==> src/rtl/sdram_ctrl_module.sv <==
// sdram_ctrl_module: command-level SDRAM controller sitting behind the init stage.
// It runs init once after reset, then arbitrates auto-refresh, user writes and user reads.
// It issues one-hot start strobes to the function stage and returns a done pulse per transfer.
//
// state  | meaning
// INIT   | init stage running, Init_Start_Sig held until Init_Done_Sig
// IDLE   | waiting; one-cycle priority decision AREF > WRITE > READ
// AREF   | auto-refresh command in flight (Func_Start_Sig = 3'b100)
// WRITE  | user write in flight (Func_Start_Sig = 3'b001)
// READ   | user read in flight (Func_Start_Sig = 3'b010)
module sdram_ctrl_module #(
    parameter int unsigned T15US = 11'd1500,
    parameter int unsigned CNT_W = 11
) (
    input  logic       CLK,
    input  logic       RST,
    input  logic       WrEN_Sig,
    input  logic       RdEN_Sig,
    output logic       Done_Sig,
    output logic       Busy_Sig,
    output logic       Init_Start_Sig,
    input  logic       Init_Done_Sig,
    output logic [2:0] Func_Start_Sig,
    input  logic       Func_Done_Sig
);

    localparam logic [2:0] S_INIT  = 3'd0;
    localparam logic [2:0] S_IDLE  = 3'd1;
    localparam logic [2:0] S_AREF  = 3'd2;
    localparam logic [2:0] S_WRITE = 3'd3;
    localparam logic [2:0] S_READ  = 3'd4;

    localparam logic [2:0] FS_AREF  = 3'b100;
    localparam logic [2:0] FS_READ  = 3'b010;
    localparam logic [2:0] FS_WRITE = 3'b001;

    localparam logic [CNT_W-1:0] REF_LAST = CNT_W'(T15US - 1);

    logic [2:0]       state;
    logic [CNT_W-1:0] ref_cnt;
    logic             ref_pending;
    logic             ref_expire;
    logic             take_aref;

    // Refresh interval expiry and the IDLE-cycle decision to serve a pending refresh.
    always_comb begin
        ref_expire = (state != S_INIT) && (ref_cnt == REF_LAST);
        take_aref  = (state == S_IDLE) && ref_pending;
    end

    // Refresh interval counter with a sticky, single-depth pending flag.
    always_ff @(posedge CLK) begin
        if (RST) begin
            ref_cnt     <= '0;
            ref_pending <= 1'b0;
        end else begin
            if (state == S_INIT)
                ref_cnt <= '0;
            else if (ref_expire)
                ref_cnt <= '0;
            else
                ref_cnt <= ref_cnt + CNT_W'(1);

            // A new expiry on the same edge as the refresh launch wins, so it is not lost.
            if (ref_expire)
                ref_pending <= 1'b1;
            else if (take_aref)
                ref_pending <= 1'b0;
        end
    end

    // Command FSM with registered strobes, busy and done outputs.
    always_ff @(posedge CLK) begin
        if (RST) begin
            state          <= S_INIT;
            Init_Start_Sig <= 1'b0;
            Func_Start_Sig <= 3'b000;
            Done_Sig       <= 1'b0;
            Busy_Sig       <= 1'b1;
        end else begin
            Done_Sig <= 1'b0;
            case (state)
                S_INIT: begin
                    if (Init_Done_Sig) begin
                        Init_Start_Sig <= 1'b0;
                        state          <= S_IDLE;
                        Busy_Sig       <= 1'b0;
                    end else begin
                        Init_Start_Sig <= 1'b1;
                    end
                end
                S_IDLE: begin
                    // While Done_Sig is high the user still holds the old request level.
                    if (ref_pending) begin
                        state          <= S_AREF;
                        Func_Start_Sig <= FS_AREF;
                        Busy_Sig       <= 1'b1;
                    end else if (!Done_Sig && WrEN_Sig) begin
                        state          <= S_WRITE;
                        Func_Start_Sig <= FS_WRITE;
                        Busy_Sig       <= 1'b1;
                    end else if (!Done_Sig && RdEN_Sig) begin
                        state          <= S_READ;
                        Func_Start_Sig <= FS_READ;
                        Busy_Sig       <= 1'b1;
                    end
                end
                S_AREF, S_WRITE, S_READ: begin
                    if (Func_Done_Sig) begin
                        Func_Start_Sig <= 3'b000;
                        state          <= S_IDLE;
                        Busy_Sig       <= 1'b0;
                        Done_Sig       <= (state != S_AREF);
                    end
                end
                default: begin
                    state          <= S_INIT;
                    Init_Start_Sig <= 1'b0;
                    Func_Start_Sig <= 3'b000;
                    Busy_Sig       <= 1'b1;
                end
            endcase
        end
    end

endmodule

==> config.mk <==
export PLATFORM = sky130hd
export DESIGN_NAME = sdram_ctrl_module
export DESIGN_NICKNAME = d
export VERILOG_FILES = /design/src/rtl/sdram_ctrl_module.sv
export SDC_FILE = /design/constraint.sdc
export NUM_CORES = 1
export LEC_CHECK = 0
export CORE_ASPECT_RATIO = 0.8
export CORE_MARGIN = 4
export CORE_UTILIZATION = 43
export DETAILED_ROUTE_END_ITERATION = 10
export PLACE_DENSITY = 0.67
export SYNTH_ARGS = -nofsm -noshare
export SYNTH_HDL_FRONTEND = slang
export SYNTH_SLANG_ARGS = --single-unit
==> constraint.sdc <==
create_clock -name CLK -period 1.5 [get_ports CLK]
set_input_delay 0.3 -clock CLK [delete_from_list [all_inputs] [get_ports CLK]]
set_output_delay 0.3 -clock CLK [all_outputs]
set_load 0.01 [all_outputs]
Yosys cells after proc, flatten, opt, wreduce, memory -nomap -nowiden:

Cells that the tools add are included.

* bits in registers: 21
* logic and storage cells: 55

* add/sub/neg operators: 1
* equal/unequal tests: 9
* mux-type cells: 21
* bitwise operators: 3
* reduce and logical (&&, ||, !) cells: 14

Operators with widths (number)
* 2-to-1 mux 3 bit: 9
* case mux 3 bit (3 select lines): 2
* adder 11 x 1 -> 11 bit (second input constant): 1
* equality test 11 bit (second input constant): 1
* OR reduction 3 bit: 3
* 2-to-1 mux 1 bit: 8
* equality test 3 x 2 -> 1 bit (second input constant): 2
* AND reduction 3 bit: 2
* logical AND 1 bit: 4
* != test 2 bit (second input constant): 2
* != test 4 x 2 -> 1 bit (second input constant): 1
* OR reduction 4 bit: 1
* equality test 3 x 1 -> 1 bit (second input constant): 1
* equality test 3 bit (second input constant): 1
* logical NOT 3 bit: 1
* != test 3 x 2 -> 1 bit (second input constant): 1
* inverter 1 bit: 3
* case mux 1 bit (3 select lines): 1
* nonzero test 3 bit: 1
* case mux 1 bit (2 select lines): 1
* nonzero test 2 bit: 1
* logical NOT 1 bit: 1

Longest topological paths before layout:

Gate-level depths: netlist (run 1).

* depth in word-level cells: 6
* mapped depth: 6
* depth with buffers taken out: 5

Worst setup path before layout (run 1):

OpenSTA, ideal clock, no wires.

* path kind: reg-to-reg
* from: register state[0]
* to: register Busy_Sig
* arrival time: 1329 ps
* required time: 1378 ps
* slack: 49 ps
* stages on the path, launching flop included: 6
* path buffers: 1
* period minus slack after synthesis: 1451 ps
* cell sequence: dfxtp_1 -> buf_4 -> nor4b_2 -> a211oi_4 -> o21ai_1 -> a221o_1

* word-level cells in the longest chain between the ends: 4

Ends and longest elaborated chain
* start, declared: RTL line 39 `logic [2:0] state;`
* start signal, assigned: RTL line 75 `state <= S_INIT;`
* start signal, assigned: RTL line 86 `state <= S_IDLE;`
* start signal, assigned: RTL line 95 `state <= S_AREF;`
* equality test 3 x 2 -> 1 bit / equality test 3 bit (equally long branches): RTL line 82 `case (state)`
* OR reduction 3 bit
* != test 2 bit (no line)
* AND reduction 3 bit (no line)
* end signal, assigned: RTL line 79 `Busy_Sig <= 1'b1;`
* end signal, assigned: RTL line 87 `Busy_Sig <= 1'b0;`
* end signal, assigned: RTL line 97 `Busy_Sig <= 1'b1;`
* end, declared: RTL line 20 `output logic Busy_Sig,`

Parallel ways exist; a longest one is shown, timed or not.
A chain may end at the register's enable or synchronous reset.

Final worst setup path (run 1):

* from: register ref_pending
* to: register state[0]

* word-level cells in the longest chain between the ends: 2

Ends and longest elaborated chain
* start, declared: RTL line 41 `logic ref_pending;`
* start signal, assigned: RTL line 55 `ref_pending <= 1'b0;`
* start signal, assigned: RTL line 66 `ref_pending <= 1'b1;`
* start signal, assigned: RTL line 68 `ref_pending <= 1'b0;`
* != test 4 x 2 -> 1 bit (no line) / 2-to-1 mux 3 bit (equally long branches)
* AND reduction 3 bit (no line) / case mux 3 bit (3 select lines) (equally long branches)

Parallel ways exist; a longest one is shown, timed or not.

==> impl_metrics.ini, run 1 <==
[clock_network]
cts_tree = done
clk_pin_slew_ns = 0.11
clock_path_buffers = 2
numCtsBuffers = 3
clkSinkCount = 21
htree_num_levels = 1
ctsRootBufferMaster = clkbuf_4
insertion_delay_ns = 0.30

[synthesis]
synth_cell_type_count = 41
ys_warn_count = 0
synth_area_per_cell_um2 = 9.245
synth_edf_count = 0
synth.cell_area_um2 = 998.5
ys_ff_latch = 21
async_flop_share_pct = 0
syn-num-nets = 115
synth_top_flop_cell = dfxtp_1
syn_inst = 108
yosysSeqAreaShare_pct = 42.11

[floorplan]
pin_count = 12
die_y_um = 51.10
design.die.area_um2 = 3162
chipWidth_um = 61.88
start_util_pct = 45.86
core_um2 = 2177
fp-row-count = 15

[setup_path]
arrival_ns = 1.68
critPathKind = flip-flop to flip-flop
cp_max_fo = 4
startpoint_type = flip-flop
cp-end-kind = flip-flop
crit_required_ns = 1.74

[route]
dr.pass1.iters = 4
via_per_inst = 5.277
drc = 0
detail_route.iter0.violations = 39
ant_nets = 0
wire_per_inst_um = 12.80
routed_wl_um = 2125
vias = 876

[place]
dp_cells = 162
dp_hpwl_um = 1598
dpl_cell_area_um2 = 1290
place_congestion = 0.8536
io_buffers = 11
place_ws_ns = -0.3043

[cells_and_area]
drive_gt1_share_pct = 30.50
fill_cells = 177
fin_nets = 149
finalInstanceArea_um2 = 1394
finalNonFillerCells = 166
area_growth_pct = 39.60
diodes = 0

[sta]
hold_viol_final = 0
timing.fmax_ghz = 0.6954
clock_skew_ns = 0.005330
finalSetupViolations = 0
relSlewSlack_pct = 74.51
finalCritPeriodShare_pct = 95.86
slew_viol_final = 0
setup_ws_ns = 0.06205
tightest_slew_ns = 0.3771
final.setup.tns_ns = 0
fin_crit_ns = 1.438
rsz0062_at_grt = false

[global_route]
grt_max_degree = 12
grt_use_met3_pct = 4.545
grt_pass1_vias = 809
grtUsageTotal_pct = 14.43
busiest_layer = met1
grt-ovfl-total = 0
grtUsageMet1_pct = 21.63
antenna_found_initial = 0
grt_pass1_wl_um = 3450
met2_usage_pct = 19.86

[run_status]
outcome = completed

[power]
powerDensity_nw_per_um2 = 808.3
p_leak_uw = 0.0005907
vdd_drop_max_v = 0.0006693

[job]
maxCapViolCount = 0

[worst_hold_path]
hold_path.class = primary input to flip-flop
[Yosys cell counts, types with 2 or more instances]
| cell type | count | area [µm²] |
|---|---|---|
| buf_4 | 2 | 15.01 |
| nor4_1 | 2 | 12.51 |
| inv_1 | 6 | 22.52 |
| nand2b_1 | 2 | 12.51 |
| nand2_1 | 7 | 26.28 |
| a22o_1 | 2 | 17.52 |
| nand3_1 | 3 | 15.01 |
| xor2_1 | 2 | 17.52 |
| dfxtp_1 | 21 | 420.4 |
| a21oi_1 | 5 | 25.02 |
| xnor2_1 | 6 | 52.55 |
| nor3b_1 | 2 | 15.01 |
| nor2_1 | 17 | 63.81 |
| nor3_1 | 3 | 15.01 |
| nor4b_2 | 2 | 30.03 |
[path summary, 6_finish.rpt]
| kind | startpoint | to | depth (start not counted) | slack [ns] |
|---|---|---|---|---|
| max reg2reg | ref_pending | state[0] | 5 | 0.06 |
| min | Func_Done_Sig | Done_Sig | 2 | 0.38 |
| min reg2reg | Func_Start_Sig[1] | Func_Start_Sig[1] | 1 | 0.47 |
| max | ref_pending | state[0] | 5 | 0.06 |
[cell usage in the layout (no fill, tap or decap), types with 2 or more instances in the layout]
cell | netlist | final
xnor2_1 | 6 | 6
dlymetal6s2s_1 | 0 | 5
a21oi_1 | 5 | 5
buf_4 | 2 | 22
dlygate4sd2_1 | 0 | 2
nor3b_1 | 2 | 2
nand3_1 | 3 | 3
nor2_1 | 17 | 17
a22o_1 | 2 | 2
clkbuf_4 | 0 | 3
dfxtp_2 | 0 | 5
dfxtp_1 | 21 | 16
clkdlybuf4s50_1 | 0 | 4
nor4b_4 | 0 | 2
nor3_1 | 3 | 3
nand2b_1 | 2 | 2
nand2_1 | 7 | 7
xor2_1 | 2 | 2
inv_1 | 6 | 6
[timing repair]
item | 4_1_cts | 5_1_grt
pin swaps | 1 | 2
endpoints found under the setup margin | 6 | 11
gates resized for setup | 7 | 13
hold buffers | 0 | 0
setup buffers | 0 | 1
[power breakdown]
group	internal [µW]	leakage [µW]	switching, µW
Clock	104	0.0000150	163
Sequential	585	0.000173	25.9
Combinational	138	0.000403	111
[critical path, stage by stage, from the launching register on]
cell and delay, ns:
dfxtp_1 0.35, buf_4 0.16, or4b_1 0.54, a21oi_1 0.16, mux2i_1 0.08, nor2_1 0.08
[routing by layer]
layer,vias to the layer above,share of wire [%]
met5,-,0
met4,0,0.66
met3,2,4.7
met2,12,42
met1,410,52
li1,452,-
[kinds of logic (layout without fill, tap and decap cells)]
family                   Yosys count  in the layout  synth area share [%]
multiplexers                       2              2                 2.130
AO/OA/AOI/OAI                     19             19                 14.91
flip-flops                        21             21                 42.10
buffers and inverters             11             44                 5.763
XOR/XNOR                           8              8                 7.018
AND/OR/NAND/NOR                   46             46                 26.82
adder cells (fa/ha/maj)            1              1                 1.253
[sequential cells by signal, indices dropped and copies added, names as in the netlist]
signal / cells
ref_pending: 1
Init_Start_Sig: 1
ref_cnt: 11
Busy_Sig: 1
Func_Start_Sig: 3
state: 3
Done_Sig: 1
[stage by stage]
step | power [µW] | util (%) | hold slack, ns
2_1_floorplan | 743.7 | - | 0.4179
3_3_place_gp | 854.5 | 59.25 | 0.4406
3_5_place_dp | 857.2 | 59.25 | 0.4441
4_1_cts | 1131 | 62.36 | 0.4708
5_1_grt | 1196 | 64.02 | 0.3766
6_report | 1127 | 64.02 | 0.3850
[cell type report]
| cell class | instances | area (µm²) | share of cell area, % |
|---|---|---|---|
| Clock buffer | 4 | 26.28 | 1.885 |
| Inverter | 6 | 22.52 | 1.616 |
| Multi-Input combinational cell | 76 | 581.8 | 41.74 |
| Sequential cell | 21 | 426.7 | 30.61 |
| Tap cell | 25 | 31.28 | 2.244 |
| Timing Repair Buffer | 34 | 305.3 | 21.90 |
No activity file was read; power rests on OpenSTA's default activity.
==> inputs of run 2 (changes only) <==
Settings changed: CORE_UTILIZATION 43 to 40, PLACE_DENSITY 0.67 to unset.
==> impl_metrics.ini, run 2 (synthesis gave the netlist of run 1 again) <==
[route]
detail_route.iter0.violations = 41
routed_wl_um = 2312
wire_per_inst_um = 12.99
dr.pass1.iters = 4
via_per_inst = 4.910
vias = 874
ant_nets = 0
drc = 0

[place]
place_congestion = 0.7951
dp_cells = 172
dp_hpwl_um = 1702
io_buffers = 11
place_ws_ns = -0.3950

[floorplan]
design.die.area_um2 = 3364
fp-row-count = 15
start_util_pct = 43.97
chipWidth_um = 63.86
die_y_um = 52.69
core_um2 = 2271
pin_count = 12

[setup_path]
startpoint = state[2]
cp-end-kind = flip-flop
rrSetupSlack_ns = -0.02
path_buf_inv = 2
critPathKind = flip-flop to flip-flop
r2r_end = Busy_Sig
crit_family = compound AO/OA/AOI/OAI gates
cp.depth = 5
crit_required_ns = 1.71
r2r_cells = 5
arrival_ns = 1.73
timing.rr.start = state[2]
path_cells = buf_6 > nor4b_4 > a211oi_4 > buf_4 > a221o_1
cp-endpoint = Busy_Sig
startpoint_type = flip-flop
cp_max_fo = 5
critPathMaxStageDelay_ns = 0.36
cp_slowest_cell = dfxtp_4

[cells_and_area]
diodes = 0
final_common_cell = buf_4
area_growth_pct = 41.10
most-common-layout-cells = 23 x buf_4, 18 x dfxtp_1, 17 x nor2_1
top_register = ref_cnt
drive_gt1_share_pct = 29.17
top_regs = ref_cnt (11), Func_Start_Sig (3), state (3)
fin_nets = 152
largest_register_ffs = 11
finalNonFillerCells = 178
fill_cells = 196

[sta]
slew_viol_final = 0
finalSetupViolations = 1
clock_skew_ns = 0.007178
relSlewSlack_pct = 76.23
rsz0062_at_grt = true
fin_crit_ns = 1.520
timing.fmax_ghz = 0.6577
hold_viol_final = 0
final.setup.tns_ns = -0.02035
finalCritPeriodShare_pct = 101.4
tightest_slew_ns = 0.3550
setup_ws_ns = -0.02035

[clock_network]
clock_path_buffers = 2
clkSinkCount = 21
cts_tree = done
numCtsBuffers = 3
ctsRootBufferMaster = clkbuf_4
insertion_delay_ns = 0.31
htree_num_levels = 1
clk_pin_slew_ns = 0.11

[power]
vdd_drop_max_v = 0.0005026
p_leak_uw = 0.0005681
powerDensity_nw_per_um2 = 820.8

[global_route]
grt_max_degree = 12
grt_pass1_wl_um = 3815
grtUsageTotal_pct = 15.22
grt-ovfl-total = 0
antenna_found_initial = 0
grt_pass1_vias = 834

[worst_hold_path]
hold_path.class = primary input to flip-flop

[run_status]
outcome = finished with violations
violations = setup timing

[job]
maxCapViolCount = 0
## run 2: cell types whose count changed in the layout (fill, tap and decap cells not counted), sizes merged
| cell | delta |
|---|---|
| buf | +3 |
| dlymetal6s2s | -3 |
| clkdlybuf4s50 | -1 |
| dlygate4sd2 | +4 |
## run 2: metal layers
layer / GRT usage, % / share of wire, %
met5: 0 / 0
met4: 5.376 / 1.2
met3: 5.150 / 3.4
met2: 22.64 / 42
met1: 20.33 / 53
## run 2: report_power, final
part	switching (µW)	internal [µW]	total (µW)
Combinational	126	151	277
Clock	170	104	274
Sequential	23.1	582	605
## run 2: layout make-up
type | instances | area [µm²] | area share, %
tap | 34 | 42.54 | 3.020
multi-input combinational | 76 | 574.3 | 40.76
inverter | 6 | 22.52 | 1.599
timing repair buffer | 37 | 314.1 | 22.29
sequential | 21 | 429.2 | 30.46
clock buffer | 4 | 26.28 | 1.865
## run 2: worst min path at each step
stage,slack [ns],depth (start not counted),from,end
finish,0.38,2,Func_Done_Sig,Done_Sig
global route,0.36,2,Func_Done_Sig,Done_Sig
CTS,0.47,1,Func_Start_Sig[1],Func_Start_Sig[1]
detailed placement,0.45,1,Func_Start_Sig[1],Func_Start_Sig[1]
global placement,0.44,1,Func_Start_Sig[1],Func_Start_Sig[1]
floorplan,0.42,1,ref_cnt[0],ref_cnt[0]
## run 2: what timing repair did
item                       CTS  global route
buffers inserted             0             2
pin swaps                    0             4
hold buffers                 0             0
setup endpoints to repair   13            19
gates resized for setup      8            16
## run 2: through the flow
step,cell area (µm²),util [%],hold WS (ns),total power (µW)
6_report,1409,62.04,0.3799,1156
4_1_cts,1325,58.35,0.4697,1142
5_1_grt,1409,62.04,0.3608,1230
3_5_place_dp,1296,57.08,0.4471,870.0
2_1_floorplan,998.5,-,0.4179,743.7
3_3_place_gp,1296,57.08,0.4406,864.8
==> inputs of run 3 (changes only) <==
Settings changed: PLACE_DENSITY set to 0.6.
==> results of run 3 <==
Same layout as run 2: the final DEF is identical, and so are final timing and power.
